### src/rtl/despachador.sv
// Dispatcher: drains an upstream FIFO and routes each word to one of four
// destinations selected by its top two bits, with threshold programming and a sticky error state.
module despachador #(
  parameter int unsigned tamano_datos = 10,
  parameter int unsigned num_destinos = 4
) (
  input  logic                      clk,
  input  logic                      reset,
  input  logic                      init,
  input  logic [7:0]                umbral_alto_in,
  input  logic [7:0]                umbral_bajo_in,
  input  logic                      fifo_empty,
  input  logic                      fifo_error,
  input  logic [tamano_datos-1:0]   fifo_data_out,
  input  logic [num_destinos-1:0]   dest_almost_full,
  output logic                      fifo_read_enable,
  output logic [7:0]                umbral_alto,
  output logic [7:0]                umbral_bajo,
  output logic [num_destinos-1:0]   dest_push,
  output logic [tamano_datos-3:0]   dest_data,
  output logic [2:0]                estado,
  output logic                      error_out,
  output logic [7:0]                word_count
);

  localparam int unsigned SEL_W  = $clog2(num_destinos);
  localparam int unsigned DATA_W = tamano_datos - SEL_W;

  typedef enum logic [2:0] {
    S_RESET  = 3'd0,
    S_INIT   = 3'd1,
    S_IDLE   = 3'd2,
    S_ACTIVE = 3'd3,
    S_ERROR  = 3'd4
  } state_t;

  state_t                   r_state;
  logic                     r_pend;
  logic [7:0]               r_umbral_alto;
  logic [7:0]               r_umbral_bajo;
  logic [num_destinos-1:0]  r_push;
  logic [DATA_W-1:0]        r_data;
  logic                     r_err;
  logic [7:0]               r_count;

  logic                     w_rd;
  logic [SEL_W-1:0]         w_sel;
  logic [num_destinos-1:0]  w_onehot;

  // A read is only issued while streaming with no upstream or downstream obstacle.
  assign w_rd = (r_state == S_ACTIVE) && !fifo_empty && !fifo_error && !(|dest_almost_full);

  assign w_sel = fifo_data_out[tamano_datos-1 -: SEL_W];

  always_comb begin
    w_onehot        = '0;
    w_onehot[w_sel] = 1'b1;
  end

  always_ff @(posedge clk) begin
    if (!reset) begin
      r_state       <= S_RESET;
      r_pend        <= 1'b0;
      r_umbral_alto <= 8'd0;
      r_umbral_bajo <= 8'd0;
      r_push        <= '0;
      r_data        <= '0;
      r_err         <= 1'b0;
      r_count       <= 8'd0;
    end else begin
      r_pend <= w_rd;
      r_push <= '0;

      // The word read last cycle is on fifo_data_out now; an upstream error discards it.
      if (r_pend && !fifo_error && (r_state == S_ACTIVE)) begin
        r_push  <= w_onehot;
        r_data  <= fifo_data_out[DATA_W-1:0];
        r_count <= r_count + 8'd1;
      end

      case (r_state)
        S_RESET: r_state <= S_INIT;
        S_INIT: begin
          if (init) begin
            r_umbral_alto <= umbral_alto_in;
            r_umbral_bajo <= umbral_bajo_in;
          end else begin
            r_state <= S_IDLE;
          end
        end
        S_IDLE: begin
          if (fifo_error) begin
            r_state <= S_ERROR;
            r_err   <= 1'b1;
          end else if (init) begin
            r_state <= S_INIT;
          end else if (!fifo_empty) begin
            r_state <= S_ACTIVE;
          end
        end
        S_ACTIVE: begin
          if (fifo_error) begin
            r_state <= S_ERROR;
            r_err   <= 1'b1;
          end else if (fifo_empty && !r_pend) begin
            r_state <= S_IDLE;
          end
        end
        S_ERROR: r_err <= 1'b1;
        default: r_state <= S_RESET;
      endcase
    end
  end

  assign fifo_read_enable = w_rd;
  assign umbral_alto      = r_umbral_alto;
  assign umbral_bajo      = r_umbral_bajo;
  assign dest_push        = r_push;
  assign dest_data        = r_data;
  assign estado           = r_state;
  assign error_out        = r_err;
  assign word_count       = r_count;

endmodule
### config.mk
export PLATFORM = sky130hd
export DESIGN_NAME = despachador
export DESIGN_NICKNAME = d
export VERILOG_FILES = /design/src/rtl/despachador.sv
export SDC_FILE = /design/constraint.sdc
export NUM_CORES = 1
export LEC_CHECK = 0
export CORE_ASPECT_RATIO = 1.75
export CORE_MARGIN = 2
export CORE_UTILIZATION = 44
export CTS_CLUSTER_SIZE = 30
export DETAILED_ROUTE_END_ITERATION = 12
export GPL_ROUTABILITY_DRIVEN = 0
export PLACE_DENSITY = 0.95
export SYNTH_ARGS = -nofsm -noshare
export SYNTH_HDL_FRONTEND = slang
export SYNTH_SLANG_ARGS = --single-unit
### constraint.sdc
create_clock -name clk -period 2.9 [get_ports clk]
set_input_delay 0.29 -clock clk [delete_from_list [all_inputs] [get_ports clk]]
set_output_delay 0.29 -clock clk [all_outputs]
set_load 0.03 [all_outputs]
==> impl_metrics.ini, run 1 <==
[synth]
synth_area_leaders = dfxtp_1 49%, nand2_1 12%, a21boi_0 8.5%, a21boi_1 3.1%, and2_1 2.6%
syn_avg_cell_area_um2 = 9.182
ys_warn_count = 0
syn-num-nets = 219
yosysTopAreaCellShare_pct = 48.85
ys_seq_area_share_pct = 48.85
syn_area_um2 = 1680
synth_seq_cells = 41
yosys.cell_types.count = 40
syn-instance-count = 183
synth_top_area_cell = dfxtp_1

[route]
wl_per_cell_um = 12.74
ant_nets = 0
dr.pass1.iters = 4
route.detailed.drc = 0
via_per_inst = 4.894
vias = 1473
drt_iter0_markers = 7
wl_um = 3835

[global_routing]
grt_pass1_vias = 1412
grt_first_pass_wirelength_um = 6423
track_usage_pct = 19.36
grt_overflow_total = 0
grt_max_degree = 23
antenna_found_initial = 0

[sta]
slew_viol_final = 0
fin_crit_ns = 2.344
holdWs_ns = 0.4535
finClkSkew_ns = 0.001940
period_share_pct = 80.82
fmax_mhz = 426.6
final.setup.tns_ns = 0
worst_pin_slew_ns = 0.6852
rsz0062_at_grt = false
hold_viol_final = 0
setup_viol = 0
slew_headroom_pct = 54.06

[worst_setup_path]
critPathRequiredTime_ns = 2.61
start_kind = input pin
cpMaxStageDelayCell = clkdlybuf4s50_1
crit_path_max_fanout = 2
path_buf_inv = 2
cp_common_cell = clkdlybuf4s50_1
max_stage_delay_ns = 0.70
startpoint = dest_almost_full[1]
r2r-start = estado[1]$_SDFFE_PN0P_
worst_setup_path_end_kind = primary output
ff2ff_path_depth = 3
worstPathArrival_ns = 2.05
worstSetupPathType = in -> out
cp_top_family = buffers and inverters
cp.depth = 4
cp_cell_sequence = clkdlybuf4s50_1 > or4_1 > nor3_2 > clkdlybuf4s50_1

[pwr]
vdd_ir_drop_max_mv = 0.4985
power.density_nw_per_um2 = 435.0
cellLeakagePower_uw = 0.0008666

[clock_network]
clk_pin_slew_ns = 0.07
cts_buffers = 5
clock-sinks = 41
ctsHtreeMaxLevel = 2
clk_latency_ns = 0.28
clk_path_buf_depth = 2
cts-root-buf = clkbuf_8
cts_setup_buffers = 0
tritoncts = done
cts.hold.buffers_added = 0
cts-resized-gates = 0

[finish]
nets = 292
syn_to_final_growth_pct = 48.85
multi_input_area_um2 = 783.3
fillers = 283
n_antenna_cell = 0
final_layout_size_suffix_gt1_share_pct = 5.098
layoutNonFillerInstCount = 301
ff_latch_area_um2 = 820.8

[hold_path]
holdCritStartpoint = umbral_alto[6]$_SDFFE_PN0P_
whs_path_depth = 2
hold_path.class = reg -> reg

[die]
core_um2 = 3628
die_width_um = 50.72
dieArea_um2 = 4349
initial_core_util_pct = 46.31
rows = 29
ios = 76
die_y_um = 85.75

[run]
cap_violations = 0

[placed_design]
dp.cells = 295
portBuffers = 75
hpwl_um = 2778

[outcome]
status = complete, no violations
## synthesized netlist by cell type
master,instances
nand2_1,53
dfxtp_1,41
a21boi_0,19
a21boi_1,7
and2_1,7
xnor2_1,5
and3_1,3
buf_4,3
clkbuf_1,3
nor2_1,3
nor3_1,3
inv_1,2
nand3_1,2
nand4_1,2
nor2b_1,2
nor3_2,2
o21a_1,2
o21ai_0,2
a21oi_1,1
a22oi_1,1
and4_1,1
and4bb_1,1
and4bb_4,1
buf_1,1
buf_6,1
buf_8,1
clkbuf_2,1
ha_1,1
mux2i_1,1
nand2_2,1
nand2b_1,1
nand3b_1,1
nand4bb_1,1
nand4bb_4,1
nor2_2,1
nor3b_1,1
o31a_1,1
or3_1,1
or4_1,1
xor2_1,1
## through the flow
step                total power [uW]  setup slack, ns  cell area [um2]  utilization, %
floorplan                      685.9            1.262             1680               -
global placement               765.0           0.5809             2427           66.90
detailed placement             767.5           0.5523             2427           66.90
CTS                             1098           0.5478             2501           68.93
global route                    1136           0.4447             2501           68.93
finish                          1088           0.5561             2501           68.93
## layout by cell type (no fill, tap or decap), types with 3 or more instances in the layout
cell,netlist,routed
and2_1,7,7
nor2_1,3,3
clkdlybuf4s50_1,0,75
xnor2_1,5,5
a21boi_0,19,19
a21boi_1,7,7
clkbuf_8,0,5
nor3_1,3,3
dfxtp_1,41,41
and3_1,3,3
nand2_1,53,53
## state kept, by name (all words and copies together) (netlist names)
| signal | count |
|---|---|
| word_count | 8 |
| dest_push | 4 |
| r_pend | 1 |
| umbral_bajo | 8 |
| estado | 3 |
| error_out | 1 |
| dest_data | 8 |
| umbral_alto | 8 |
## area by class of cell
cell class                 count  area share (%)
tap                           46           2.301
timing repair buffer          76           30.32
sequential                    41           32.82
inverter                       2          0.3001
multi-input combinational    130           31.32
clock buffer                   5           2.751
clock inverter                 1          0.2001
## worst paths after layout
kind	end	slack, ns
setup / recovery	fifo_read_enable	0.56
hold / removal	umbral_alto[6]$_SDFFE_PN0P_	0.45
setup reg to reg	umbral_alto[0]$_SDFFE_PN0P_	1.32
hold reg to reg	umbral_alto[6]$_SDFFE_PN0P_	0.45
## power by group
| part | switching [uW] | internal [uW] |
|---|---|---|
| Clock | 177 | 158 |
| Sequential | 13.0 | 578 |
| Combinational | 74.6 | 87.2 |
| Total | 264 | 824 |
## tightest hold or removal path, delay by kind of cell, from the launching register on
kind             cells  cell delay [ns]
AO/OA/AOI/OAI        1             0.05
flip-flops           1             0.31
AND/OR/NAND/NOR      1             0.05
## metal layers
metal	share of wire [%]	vias to the layer above	track usage, %
met5	0	-	0
met2	54	48	35.05
met1	40	669	20.58
met3	4.5	6	4.530
met4	2.1	0	9.091
li1	-	750	-
## logic make-up after synthesis
logic type                 count (synthesis)  share of synthesized area (%)
adders and majority gates                  1                         0.7445
buffers and inverters                     12                          4.541
and+or+nand+nor                           89                          27.77
AOI/OAI and AO/OA                         33                          14.37
DFF                                       41                          48.85
xor gates and xnor gates                   6                          3.127
muxes                                      1                         0.5957
Note: power is estimated with default switching activity, not from simulation.
==> inputs of run 2 (changes only) <==
--- a/config.mk
+++ b/config.mk
@@ -7,11 +7,11 @@
 export LEC_CHECK = 0
 export CORE_ASPECT_RATIO = 1.75
 export CORE_MARGIN = 2
-export CORE_UTILIZATION = 44
+export CORE_UTILIZATION = 41
 export CTS_CLUSTER_SIZE = 30
 export DETAILED_ROUTE_END_ITERATION = 12
 export GPL_ROUTABILITY_DRIVEN = 0
-export PLACE_DENSITY = 0.95
+export PLACE_DENSITY = 0.9
 export SYNTH_ARGS = -nofsm -noshare
 export SYNTH_HDL_FRONTEND = slang
 export SYNTH_SLANG_ARGS = --single-unit
==> constraint.sdc (replaced) <==
create_clock -name clk -period 2.45 [get_ports clk]
set_input_delay 0.245 -clock clk [delete_from_list [all_inputs] [get_ports clk]]
set_output_delay 0.245 -clock clk [all_outputs]
set_load 0.03 [all_outputs]
==> run 2 against run 1 <==
Effect of this change: core utilization decreased by 4.5 points; non-clock buffer count is the same; die area increased by 6.9%; worst hold slack improved by 0.0062 ns; combinational power grew 18%; final area rose by 0.60%; flip-flop and latch count is the same; critical path type unchanged; critical endpoint unchanged; largest cell class unchanged; highest routed layer unchanged.
==> impl_metrics.ini, run 2 (synthesized netlist as in run 1, its figures left out) <==
[outcome]
status = complete, no violations

[worst_setup_path]
worstSetupPathType = in -> out
worst_setup_path_end_kind = primary output
cpMaxStageDelayCell = clkdlybuf4s50_1
ff2ff_path_depth = 3
cp_cell_sequence = clkdlybuf4s50_1 > or4_1 > nor3_2 > clkdlybuf4s50_1
max_stage_delay_ns = 0.71
cp_common_cell = clkdlybuf4s50_1
start_kind = input pin
worstPathArrival_ns = 2.03
critPathRequiredTime_ns = 2.20
crit_path_max_fanout = 2

[finish]
ff_latch_area_um2 = 820.8
final_layout_size_suffix_gt1_share_pct = 5.837
syn_to_final_growth_pct = 49.74
fillers = 335
mostFrequentLayoutCells = 75 x clkdlybuf4s50_1, 53 x nand2_1, 41 x dfxtp_1
multi_input_area_um2 = 783.3
final_common_cell = clkdlybuf4s50_1
n_antenna_cell = 0
nets = 292

[run]
cap_violations = 0

[pwr]
cellLeakagePower_uw = 0.0008707
vdd_ir_drop_max_mv = 0.4395
finalPower_uw = 1309
power.density_nw_per_um2 = 520.2

[die]
ios = 76
rows = 30
initial_core_util_pct = 43.04
die_y_um = 88.69
core_um2 = 3904
die_width_um = 52.40
dieArea_um2 = 4647

[route]
vias = 1488
route.detailed.drc = 0
dr.pass1.iters = 3
drt_iter0_markers = 18
ant_nets = 0
wl_per_cell_um = 12.74
wl_um = 3887
via_per_inst = 4.879

[clock_network]
cts-resized-gates = 0
clk_latency_ns = 0.28
tritoncts = done
clk_path_buf_depth = 2
clock-sinks = 41
ctsHtreeMaxLevel = 2
clk_pin_slew_ns = 0.07
cts_setup_buffers = 0
cts_buffers = 5
cts-root-buf = clkbuf_8
cts.hold.buffers_added = 0

[placed_design]
portBuffers = 75
hpwl_um = 2854

[sta]
finClkSkew_ns = 0.004542
final.setup.tns_ns = 0
period_share_pct = 92.66
rsz0062_at_grt = false
fin_crit_ns = 2.270
setup_viol = 0
hold_viol_final = 0
slew_headroom_pct = 55.63
slew_viol_final = 0
fmax_mhz = 440.5
worst_pin_slew_ns = 0.6617

[global_routing]
grt_max_degree = 40
grt_first_pass_wirelength_um = 6161
antenna_found_initial = 0
grt_overflow_total = 0
grt_pass1_vias = 1438
track_usage_pct = 17.60

[hold_path]
whs_path_depth = 2
hold_path.class = reg -> reg
==> run 2: cell count changes in the layout (fill, tap and decap cells not counted) <==
cell / before / now
clkinv_2: 1 / 2
clkinvlp_4: 0 / 1
==> run 2: path summary, 6_finish.rpt <==
check | start | end | slack [ns]
max | dest_almost_full[1] | fifo_read_enable | 0.18
min | dest_data[0]$_SDFFE_PN0P_ | dest_data[0]$_SDFFE_PN0P_ | 0.46
max reg2reg | estado[1]$_SDFFE_PN0P_ | umbral_bajo[7]$_SDFFE_PN0P_ | 0.88
min reg2reg | dest_data[0]$_SDFFE_PN0P_ | dest_data[0]$_SDFFE_PN0P_ | 0.46
==> run 2: power by group <==
part / leakage [uW] / switching (uW) / total, uW / internal (uW)
sequential: 0.000332 / 15.9 / 700 / 684
clock: 0.0000439 / 222 / 418 / 196
combinational: 0.000495 / 87.7 / 191 / 103
==> run 2: layer usage <==
layer	track usage (%)	vias to the layer above	part of all wire (%)
li1	-	751	-
met1	17.65	680	37
met2	33.18	48	56
met3	4.054	9	5.1
met4	7.692	0	2.5
met5	0	-	0
==> run 2: critical path, delay by kind of cell <==
family / cells / cell delay [ns]
and+or+nand+nor: 2 / 0.68
buffers and inverters: 2 / 1.10
==> run 2: area by class of cell <==
| class | instances | share of cell area (%) |
|---|---|---|
| clock buffers | 5 | 2.735 |
| clock inverters | 3 | 0.6962 |
| inverters | 2 | 0.2984 |
| multi-input cells | 130 | 31.13 |
| flip-flops and latches | 41 | 32.62 |
| well taps | 48 | 2.387 |
| repair buffers | 76 | 30.13 |
==> run 2: per-stage QoR <==
stage | area [um2] | worst slack, ns | hold slack [ns] | cells | util (%)
floorplan | 1680 | 0.8494 | 0.3174 | 183 | -
global placement | 2430 | 0.2205 | 0.4403 | 297 | 62.24
detailed placement | 2430 | 0.1676 | 0.4531 | 297 | 62.24
CTS | 2516 | 0.1581 | 0.4639 | 305 | 64.46
global route | 2516 | 0.1139 | 0.4788 | 305 | 64.46
finish | 2516 | 0.1797 | 0.4597 | 305 | 64.46
==> inputs of run 3 (changes only) <==
--- a/config.mk
+++ b/config.mk
@@ -12,6 +12,7 @@
 export DETAILED_ROUTE_END_ITERATION = 12
 export GPL_ROUTABILITY_DRIVEN = 0
 export PLACE_DENSITY = 0.9
+export SETUP_SLACK_MARGIN = 0.1
 export SYNTH_ARGS = -nofsm -noshare
 export SYNTH_HDL_FRONTEND = slang
 export SYNTH_SLANG_ARGS = --single-unit
==> results of run 3 <==
Final layout, timing and power as in run 2 (identical DEF).
==> RTL edit 1 (flow settings as in run 3) <==
The parameter `tamano_datos` goes from 10 to 11.
--- a/src/rtl/despachador.sv
+++ b/src/rtl/despachador.sv
@@ -2,5 +2,5 @@
 // destinations selected by its top two bits, with threshold programming and a sticky error state.
 module despachador #(
-  parameter int unsigned tamano_datos = 10,
+  parameter int unsigned tamano_datos = 11,
   parameter int unsigned num_destinos = 4
 ) (
Ports: changed (resized dest_data and fifo_data_out); port bits go from 76 to 78. No check against the original RTL was run, so the function may have changed too.
==> RTL edit 1 against run 3 <==
Core utilization decreased by 1.2 points. Design area increased by 2.4%. Sequential cell count increased by 1. Wire length is 1.9% higher. Maximum frequency rose by 14%. Register-to-register slack lost 190 ps. Area after synthesis is 1.9% higher. Total power up 3.2%. Worst setup slack better by 270 ps. Critical path type unchanged. Critical endpoint unchanged.
==> RTL edit 1: results (changes against run 3) <==
clk_skew 5.96 ps (+1.42 ps); Placement Setup Slack 315 ps (+147 ps); Total GRT Usage 17.8% (+0.17 points); first drt pass iteration count 4 (+1); syn_nets 228 (+4.1%); worst r2r path cells 4 (+1); grt met2 use 35.1% (+1.9 points); clk slew on worst S/H paths 70 ps (about the same); antenna violations before repair 0 (unchanged); Hold Path End umbral_bajo[4]; fill count 350 (+4.5%); crit path max fanout 8 (+6); DP Wirelength 2970 um (+4.0%); sequential area share after synthesis 49.1% (+0.28 points); worst r2r src estado[1]; outcome finished, final reports clean; worst-margin pin slew 479 ps (-183 ps); Synth top cells by count nand2_1, dfxtp_1, a21boi_0; vias in the first global route 1422 (-1.1%); met3 Usage GRT 3.68% (-0.38 points); largest net degree at the start of global routing 41 (+2.5%); compound-gate portion of the synthesized area 14.5% (+0.18 points); first-pass GRT wire length 6280 um (+1.9%); drt first-iter violations 26 (+8); # placed instances 307 (+3.4%); hold slack final 464 ps (+4.40 ps); mux contribution to synthesized area 0.585% (-0.011 points); synth unique cells 36 (-10%); placed inst area 2480 um2 (+2.3%); port bufs 77 (+2.7%); post-route non-filler standard cell count 315 (+3.3%); critical path arrival 1750 ps (-280 ps); maximum VDD drop 0.524 mV (+19%); CTS max path bufs 2 (unchanged); Layout Nets 302 (+3.4%); Syn Inst Count 191 (+4.4%); Vias 1509 (+1.4%); max reg flops 9; Hold Startpoint umbral_bajo[4]; share of cells above drive strength 1 5.64% (-0.20 points); Pleak 0.896 nW (+2.9%); reg2reg end dest_push[0]; ranking of synthesized cells by area dfxtp_1, nand2_1, a21boi_0, and2_1, xnor2_1; Synth Area in XOR/XNOR 3.07% (-0.057 points); met1 Use GR 16.9% (-0.73 points); Reg2Reg Setup Slack 690 ps (-190 ps); DRT Wirelength 3960 um (+1.9%)
RTL edit 1: worst max-delay path, stage by stage:
cell,delay [ps]
clkdlybuf4s50_1,480
nand4bb_1,480
nor3_1,340
buf_4,210
RTL edit 1: how the worst max path moves through the flow:
stage / start / endpoint / slack (ps)
final: fifo_error / fifo_read_enable / 450
after global routing: estado[1] / fifo_read_enable / 330
after CTS: fifo_error / fifo_read_enable / 450
after detailed placement: fifo_error / dest_push[0] / 310
after global placement: fifo_error / dest_push[1] / 420
after floorplan: estado[1] / r_pend / 480
RTL edit 1: area by class of cell:
| type | count | area, um2 | share of cell area [%] |
|---|---|---|---|
| Inverter | 3 | 11.3 | 0.437 |
| Multi-Input combinational cell | 134 | 788 | 30.6 |
| Timing Repair Buffer | 79 | 783 | 30.4 |
| Sequential cell | 42 | 841 | 32.6 |
| Clock inverter | 1 | 5.00 | 0.194 |
| Clock buffer | 7 | 86.3 | 3.35 |
| Tap cell | 49 | 61.3 | 2.38 |
RTL edit 1: kinds of logic (layout without fill, tap and decap cells):
kind of cell / count (synthesis) / in the layout
flops: 42 / 42
xor+xnor: 6 / 6
fa+ha+maj: 1 / 1
buf+inv: 15 / 90
compound gates: 34 / 34
simple gates: 92 / 92
mux: 1 / 1
RTL edit 1: metal layers:
| metal | part of all wire (%) | up-vias | wire length (um) |
|---|---|---|---|
| met3 | 4.0 | 2 | 158 |
| met5 | 0 | - | 0 |
| li1 | - | 776 | - |
| met4 | 1.0 | 0 | 40 |
| met1 | 36 | 691 | 1440 |
| met2 | 59 | 40 | 2320 |
RTL edit 1: power breakdown:
part,internal (mW),switching (mW),leakage [nW]
clock,0.227,0.217,0.0482
sequential,0.701,0.0135,0.340
combinational,0.105,0.0887,0.507
==> RTL edit 2 (config.mk and constraints of run 3) <==
Without the edit above. Make the reset (`reset`) asynchronous in one clocked block.
--- a/src/rtl/despachador.sv
+++ b/src/rtl/despachador.sv
@@ -58,5 +58,5 @@
   end
 
-  always_ff @(posedge clk) begin
+  always_ff @(posedge clk or negedge reset) begin
     if (!reset) begin
       r_state       <= S_RESET;
Formal check against the unedited RTL: differs if reset is asserted again (counterexample within 4 cycles, from zero or initial values and one cycle with reset low); with reset held inactive, the same outputs for 10 cycles.
==> RTL edit 2 against run 3 <==
Count of clock-buffer cells in the layout stayed put. Wire length down 4.5%. Area after synthesis increased by 0.67%. First-iteration DRC count fell by 33%. Core utilization rose by 2.1 points. Design area increased by 3.3%. Worst setup slack better by 230 ps. Sequential cell count is the same. Clock skew down 1.9 ps. Maximum frequency increased by 11%. Critical endpoint unchanged. Largest cell class unchanged.
Power is not compared: it rests on default switching activity, and its combinational part moved more than twofold at a synthesized area within 25%.
==> RTL edit 2: results (changes against run 3) <==
WL met1 1330 um (-6.8%); critical path arrival 1800 ps (-230 ps); placed inst area 2480 um2 (+2.3%); ranking of synthesized cells by area dfrtp_1, mux2_4, mux2_2, xor2_1, nor3_1; worst-margin pin slew 850 ps (+189 ps); port bufs 75 (unchanged); sequential area share after synthesis 60.7% (+12 points); hold slack final 56.9 ps (-403 ps); cts repair resizes 1 (+1); # placed instances 235 (-21%); clk_skew 2.66 ps (-1.88 ps); Reg2Reg Setup Slack 820 ps (-60 ps); Vias 1207 (-19%); WL/cell 15.3 um (+20%); Placement Setup Slack 111 ps (-56.9 ps); syn_nets 149 (-32%); slowest CP cell or4_1; crit path from dest_almost_full[1]; compound-gate portion of the synthesized area 1.78% (-13 points); Layout Nets 230 (-21%); final worst path period share 83.5% (-9.2 points); DRT Wirelength 3710 um (-4.5%); Total GRT Usage 17.1% (-0.50 points); first-pass GRT wire length 5760 um (-6.5%); met3 Usage GRT 4.01% (-0.041 points); mux contribution to synthesized area 20.0% (+19 points); outcome finished, final reports clean; share of cells above drive strength 1 20.0% (+14 points); fraction of registers with async set or reset after synthesis 100% (+100 points); Hold Path Class input port to async pin; routed length on met2 2130 um (-1.9%); CP max stage delay 530 ps (-180 ps); DP Wirelength 2790 um (-2.3%); met3 wire length 212 um (+6.5%); worst r2r src estado[2]; # setup viols final 0 (unchanged); met1 Use GR 18.3% (+0.63 points); Synth Flop Type dfrtp_1; grt met2 use 32.0% (-1.1 points); reg2reg end dest_data[4]; largest net degree at the start of global routing 42 (+5.0%); clk slew on worst S/H paths 80 ps; synth unique cells 28 (-30%)
## RTL edit 2: cell types whose count changed in the layout (fill, tap and decap cells not counted), sizes merged, moves of 2 or more
cell | before | now
and3 | 3 | 0
a21boi | 26 | 0
dfxtp | 41 | 0
clkdlybuf4s50 | 75 | 73
dfrtp | 0 | 41
o21a | 2 | 0
xnor2 | 5 | 2
nand2 | 54 | 7
xor2 | 1 | 5
nand2b | 1 | 3
buf | 1 | 3
and2 | 7 | 0
mux2 | 0 | 25
## RTL edit 2: layout make-up
type	count	area, um2	share of cell area (%)
well taps	48	60.1	2.31
multi-input cells	68	634	24.4
repair buffers	77	759	29.2
clock buffers	5	68.8	2.65
clock inverters	3	46.3	1.78
inverters	1	3.75	0.144
flip-flops and latches	41	1030	39.5
## RTL edit 2: worst register-to-register path, stage by stage, from the launching register on
cell and delay (ps):
dfrtp_1 460, and4bb_1 410, nand2_2 270, mux2_4 380
